## src/rtl/apb_regfile_slave.sv

```systemverilog
// APB3/APB4 completer fronting a word-addressed register file with byte strobes and error response.
// Latency: pready rises in access cycle WAIT_STATES+1 after setup; prdata/pslverr are registered with it.
// Backpressure: pready is held low for WAIT_STATES access cycles; dropping psel mid-access aborts the transfer.
module apb_regfile_slave #(
    parameter int DATA_WIDTH  = 32,
    parameter int ADDR_WIDTH  = 12,
    parameter int DEPTH       = 64,
    parameter int WAIT_STATES = 0
) (
    input  logic                    pclk,
    input  logic                    preset,
    input  logic                    psel,
    input  logic                    penable,
    input  logic                    pwrite,
    input  logic [ADDR_WIDTH-1:0]   paddr,
    input  logic [DATA_WIDTH-1:0]   pwdata,
    input  logic [DATA_WIDTH/8-1:0] pstrb,
    output logic                    pready,
    output logic                    pslverr,
    output logic [DATA_WIDTH-1:0]   prdata
);

    localparam int NB         = DATA_WIDTH / 8;
    localparam int BYTE_SHIFT = $clog2(NB);
    localparam int IDX_W      = ADDR_WIDTH - BYTE_SHIFT;
    localparam int RIDX_W     = (DEPTH > 1) ? $clog2(DEPTH) : 1;

    localparam logic [IDX_W:0]      DEPTH_L    = (IDX_W + 1)'(DEPTH);
    localparam logic [ADDR_WIDTH-1:0] ALIGN_MASK = ADDR_WIDTH'((1 << BYTE_SHIFT) - 1);
    localparam logic [3:0]          WS_L       = 4'(WAIT_STATES);
    localparam logic                ZERO_WAIT  = (WAIT_STATES == 0);

    localparam logic [0:0] S_IDLE   = 1'b0;
    localparam logic [0:0] S_ACCESS = 1'b1;

    // Setup-phase values captured once; later changes on the bus are not rechecked.
    typedef struct packed {
        logic                  write;
        logic                  err;
        logic [IDX_W-1:0]      idx;
        logic [NB-1:0]         strb;
        logic [DATA_WIDTH-1:0] wdata;
    } req_t;

    logic [0:0]            state;
    logic [3:0]            wait_cnt;
    req_t                  req;
    logic [DATA_WIDTH-1:0] regs [DEPTH];

    logic [IDX_W-1:0]      setup_idx;
    logic                  setup_err;
    logic [DATA_WIDTH-1:0] setup_rdata;
    logic [DATA_WIDTH-1:0] req_rdata;
    logic                  setup_go;
    logic                  access_go;
    logic                  complete;

    assign setup_idx = paddr[ADDR_WIDTH-1:BYTE_SHIFT];
    assign setup_err = ({1'b0, setup_idx} >= DEPTH_L) || ((paddr & ALIGN_MASK) != '0);

    // Errors and writes return zero so prdata is only ever non-zero on a good read.
    assign setup_rdata = (setup_err || pwrite) ? '0 : regs[setup_idx[RIDX_W-1:0]];
    assign req_rdata   = (req.err || req.write) ? '0 : regs[req.idx[RIDX_W-1:0]];

    assign setup_go  = (state == S_IDLE) && psel && !penable;
    assign complete  = (state == S_ACCESS) && psel && penable && pready;
    assign access_go = (state == S_ACCESS) && psel && penable && !pready && (wait_cnt != 4'd0);

    always_ff @(posedge pclk or posedge preset) begin
        if (preset) begin
            state    <= S_IDLE;
            wait_cnt <= 4'd0;
            req      <= '0;
            pready   <= 1'b0;
            pslverr  <= 1'b0;
            prdata   <= '0;
        end else begin
            case (state)
                S_IDLE: begin
                    if (setup_go) begin
                        state    <= S_ACCESS;
                        wait_cnt <= WS_L;
                        req      <= '{write: pwrite, err: setup_err, idx: setup_idx,
                                      strb: pstrb, wdata: pwdata};
                        pready   <= ZERO_WAIT;
                        pslverr  <= ZERO_WAIT && setup_err;
                        prdata   <= ZERO_WAIT ? setup_rdata : '0;
                    end
                end
                default: begin
                    if (!psel || complete) begin
                        state    <= S_IDLE;
                        wait_cnt <= 4'd0;
                        pready   <= 1'b0;
                        pslverr  <= 1'b0;
                        prdata   <= '0;
                    end else if (access_go) begin
                        wait_cnt <= wait_cnt - 4'd1;
                        if (wait_cnt == 4'd1) begin
                            pready  <= 1'b1;
                            pslverr <= req.err;
                            prdata  <= req_rdata;
                        end
                    end
                end
            endcase
        end
    end

    // Commit happens only on the completion edge, so aborts and resets never write.
    always_ff @(posedge pclk or posedge preset) begin
        if (preset) begin
            for (int i = 0; i < DEPTH; i++) begin
                regs[i] <= '0;
            end
        end else if (complete && req.write && !req.err) begin
            for (int b = 0; b < NB; b++) begin
                if (req.strb[b]) begin
                    regs[req.idx[RIDX_W-1:0]][8*b +: 8] <= req.wdata[8*b +: 8];
                end
            end
        end
    end

endmodule

```

## config.mk

```make
export PLATFORM = sky130hd
export DESIGN_NAME = apb_regfile_slave
export DESIGN_NICKNAME = d
export VERILOG_FILES = /design/src/rtl/apb_regfile_slave.sv
export SDC_FILE = /design/constraint.sdc
export NUM_CORES = 2
export LEC_CHECK = 0
export CAP_MARGIN = 10
export CORE_ASPECT_RATIO = 0.9
export CORE_MARGIN = 3
export CORE_UTILIZATION = 43
export DETAILED_ROUTE_END_ITERATION = 12
export PLACE_DENSITY_LB_ADDON = 0.1
export SYNTH_ARGS = -nofsm -noshare
export SYNTH_HDL_FRONTEND = slang
export SYNTH_SLANG_ARGS = --single-unit
```

## constraint.sdc

```tcl
create_clock -name pclk -period 70.5 [get_ports pclk]
set_input_delay 14.1 -clock pclk [delete_from_list [all_inputs] [get_ports pclk]]
set_output_delay 14.1 -clock pclk [all_outputs]
set_load 0.03 [all_outputs]
```

======== Word level (Yosys, flattened, before mapping) ========
Index checks and enable logic that the tools add are counted.
cells by class
  add/sub/neg operators ................... 1
  order comparisons ....................... 4
  equal/unequal tests ..................... 3
  multiplexer cells ....................... 49
  bitwise operators ....................... 3
  reduce and logical (&&, ||, !) cells .... 24
operators with widths
  cell                                                                    number
  2048-bit 2-to-1 mux                                                     7
  2048-bit bitwise mux                                                    4
  32-bit demux with 6-bit select                                          4
  32-bit binary-select mux with 6-bit select                              2
  32-bit 2-to-1 mux                                                       12
  24-bit 2-to-1 mux                                                       1
  16-bit 2-to-1 mux                                                       1
  4-bit 2-to-1 mux                                                        4
  7-bit >= comparator, second input constant                              2
  6-bit NOT with 7-bit output                                             2
  1-bit 2-to-1 mux                                                        13
  12-bit nonzero test                                                     1
  10-bit by 7-bit >= comparator with 1-bit output, second input constant  1
  1-bit logical AND                                                       10
  8-bit 2-to-1 mux                                                        1
  7-bit by 1-bit < comparator with 1-bit output, second input constant    1
  3-bit by 1-bit != test with 1-bit output, second input constant         2
  4-bit by 1-bit == test with 1-bit output, second input constant         1
  1-bit logical NOT                                                       4
  1-bit logical OR                                                        4
  2-bit AND reduction                                                     2
  4-bit nonzero test                                                      1
  4-bit by 1-bit subtractor with 4-bit output, second input constant      1
  3-bit AND reduction                                                     1
  other kinds (2)                                                         2
word-level totals
  bits in registers ....................... 2131
  input port bits ......................... 53
  output and inout port bits .............. 34
  word-level logic and storage cells ...... 158

======== Logic depth before layout (Yosys ltp) ========
  depth in word-level cells ............... 16
  mapped depth ............................ 13

======== Least setup slack after synthesis ========
No wires, ideal clock.
  path type ............................... input -> register
  from .................................... input port paddr[3]
  to ...................................... register prdata[14]
  setup time .............................. 0.138 ns
  arrival time ............................ 16.197 ns
  data required time ...................... 70.362 ns
  path slack .............................. 54.165 ns
  stages on the path ...................... 10
  path buffers ............................ 5
  path through ............................ clkbuf_1 > buf_2 > buf_2 > clkbuf_1 > clkbuf_1 > mux4_2 > a31oi_1 > o211ai_1 > o2111ai_1 > o211ai_1
between the ends
  word-level cells in the longest chain between the ends .. 7
  elaborated cells between the ends (all ways) .. 10
ends and longest elaborated chain
  element                                                line  RTL
  start, declared                                        15    input logic [ADDR_WIDTH-1:0] paddr,
  6-bit NOT with 7-bit output (implied by the code)      62    assign setup_rdata = (setup_err || pwrite) ? '0 : regs[setup_idx[RIDX_W-1:0]];
  32-bit binary-select mux with 6-bit select             62
  32-bit 2-to-1 mux (implied by the code) (2 in series)  62
  32-bit 2-to-1 mux *                                    62
  32-bit 2-to-1 mux *                                    80    if (setup_go) begin
  32-bit 2-to-1 mux *                                    78    case (state)
  end signal, assigned                                   87    prdata <= ZERO_WAIT ? setup_rdata : '0;
  end signal, assigned                                   102   prdata <= req_rdata;
  end, declared                                          20    output logic [DATA_WIDTH-1:0] prdata
Mark *: on every way between the ends. The rest lies on a longest branch, timed or not. The select of a mux whose other input is x is not followed.
A chain may end at the register's enable or synchronous reset.

======== Worst setup path after layout ========
  from .................................... input port paddr[2]
  to ...................................... register prdata[8]
The elaborated chain is that of the path after synthesis.

==> impl_metrics.yaml <==
global_route:
  track_usage_pct: 36.2
  grt_overflow_total: 0
  grt_pass1_wl_um: 692000
  grt_pass1_vias: 83300
  grt_max_degree: 162
  antenna_found_initial: 60
critical_path:
  cp.arrival_ns: 19.63
  crit_path_end_kind: "flip-flop"
  cpPeakStageDelay_ns: 0.80
  critical_path_peak_fanout: 68
  path_delay_family: "buffers and inverters"
  cp-start-kind: "input pin"
  critical_path.cell_chain: "buf_8 -> buf_4 -> buf_4 -> buf_4 -> buf_4 -> mux4_2 -> nor2_1 -> nor2_1 -> o21ai_0 -> nand3_1 -> a221o_1"
  r2r_slack_ns: 64.44
  cpMostUsedCell: "buf_4"
  crit_slowest_cell: "buf_4"
  worstPathRequired_ns: 71.32
  crit_type: "in2reg"
  crit_buf_inv: 5
power_and_ir_drop:
  power_density_nw_per_um2: 24.5
  p_int_uw: 2070
  switching_share_pct: 32.5
  p_clk_share_pct: 41.7
  comb_power_share_pct: 17.2
  p_sw_uw: 993
  p_leak_uw: 0.0561
  peakVddDrop_mv: 0.0270
  p_seq_share_pct: 41.1
sta:
  maxSlewHeadroom_pct: 8.99
  finalSetupTns_ns: 0
  rsz0062_at_grt: "false"
  final-setup-viol-count: 0
  finalHoldViolations: 0
  slew_violations: 0
  period_minus_slack_ns: 18.82
  fmax_mhz: 53.1
  tightest_slew_ns: 1.36
  finalCritPeriodShare_pct: 26.7
  finClkSkew_ns: 0.0494
clock_tree:
  hold_buffers: 0
  htreeDepth: 4
  cts_setup_buffers: 0
  cts.clk_slew.worst_paths_ns: 0.06
  cts.sinks: 2131
  clk_path_buf_depth: 4
  cts_buffers: 237
  insertion_delay_ns: 0.93
  cts_tree: "built"
  clockRootBuffer: "clkbuf_16"
  ctsResizeCount: 0
yosys:
  syn_nets: 8579
  async_flop_share_pct: 100
  ys_warn_count: 0
  syn_inst: 8523
  syn-cell-area_um2: 113000
  yosysSeqAreaShare_pct: 47.2
  synth-edff-count: 0
  ys_ff_latch: 2131
  synth-main-ff-cell: "dfrtp_1"
  yosysUniqueCellTypes: 79
  syn_avg_cell_area_um2: 13.2
floorplanning:
  die_h_um: 492
  io_pins: 87
  start_util_pct: 43.5
  rows: 177
  dieWidth_um: 546
  dieArea_um2: 269000
  core-area_um2: 260000
placed_design:
  dpl.hpwl_um: 310000
  port_buffers: 86
  routabilityCongestion: 0.924
drt:
  wire_per_inst_um: 41.4
  drtAntennaViolNets: 0
  wl_um: 499000
  vias: 85900
  drt_first_pass_iters: 9
  drtIter0Drc: 12300
  drc_errors: 0
  vias_per_cell: 7.12
final_layout:
  final_cell_mix: "2320 x mux2_2, 2096 x dfrtp_1, 483 x mux2i_1"
  layout_commonest_cell: "mux2_2"
  register_area_um2: 53400
  final_util_pct: 48.2
  final_layout_size_suffix_gt1_share_pct: 41.6
  nets: 8406
  multiInputGateArea_um2: 56300
  syn_to_final_growth_pct: 10.8
  fillers: 22900
flow_run:
  drv_cap: 0
worst_hold_path:
  hp-class: "reg2reg"
run_status:
  outcome: "finished clean"
-- worst paths after layout --
path / from / end / cells after the start
worst max-delay path: paddr[2] / prdata[8] / 11
worst min-delay path: pslverr / pslverr / 1
worst max register to register: req[37] / regs[1818] / 7
worst min register to register: pslverr / pslverr / 1
max in group asynchronous: preset / regs[279] / 8
min in group asynchronous: preset / regs[204] / 3
-- power by group through the flow --
stage | logic [uW] | registers, uW | clock network (uW)
after floorplan | 262 | 1260 | 0
after detailed placement | 499 | 1280 | 0
final | 527 | 1260 | 1280
after global placement | 498 | 1280 | 0
after global routing | 523 | 1260 | 1340
after CTS | 500 | 1260 | 1290
-- state kept, by name, indices dropped and copies added, names as in the netlist --
register	count
req	44
regs	2048
wait_cnt	4
state	1
pslverr	1
prdata	32
pready	1
-- synth_stat cells, types with 21 or more instances --
cell type,n,share of area [%]
nand3_1,48,0.21
nor3_1,50,0.22
nand2_1,236,0.78
mux2i_1,483,4.3
buf_2,150,0.66
a21oi_1,143,0.63
and2_1,23,0.13
dfrtp_1,2131,47
mux4_2,460,9.2
a221o_1,86,0.76
nor2_1,403,1.3
a222oi_1,25,0.22
nor2_2,24,0.13
a31oi_1,59,0.33
nor4_1,21,0.12
mux2_2,2320,23
a211oi_1,24,0.16
o22ai_1,71,0.39
a22oi_1,277,1.8
a22o_1,44,0.34
o21ai_0,202,0.90
clkbuf_1,455,1.5
a221oi_1,331,2.6
buf_1,85,0.28
o2bb2ai_1,26,0.20
buf_4,67,0.45
-- stage by stage --
stage / power, uW / instance area (um2) / cells / setup slack (ns) / hold WS [ns]
after floorplan: 1520 / 113000 / 8523 / 26.80 / 0.471
after global placement: 1780 / 117000 / 11600 / 50.81 / 0.493
after detailed placement: 1780 / 117000 / 11600 / 50.86 / 0.503
after CTS: 3050 / 125000 / 12000 / 51.83 / 0.517
after global routing: 3120 / 125000 / 12000 / 51.35 / 0.527
final: 3060 / 125000 / 12100 / 51.68 / 0.512
-- cell families (layout without fill, tap and decap cells) --
group           count (synthesis)  after routing  synth area share [%]
mux                          3263           3263                  36.6
compound gates               1433           1433                  9.44
other cells                     0             43                     0
fa+ha+maj                       3              3                0.0333
flops                        2131           2131                  47.2
buf+inv                       783            797                  3.09
simple gates                  908            908                  3.58
xor+xnor                        2              2                0.0155
-- per-layer routing --
metal,up-vias,global-route usage (%),part of all wire (%)
li1,32700,-,-
met1,45700,49.4,40
met2,5988,49.9,41
met3,1469,12.6,12
met4,44,20.6,6.5
met5,-,0.263,0.059
-- cell type report --
class                      count  area share [%]
timing repair buffer         360            2.49
inverter                      11          0.0550
sequential                  2131            42.7
clock buffer                 358            5.58
antenna                       43          0.0860
multi-input combinational   5609            45.0
clock inverter                68           0.627
tap                         3490            3.49
Power figures use the tool's default switching activity.
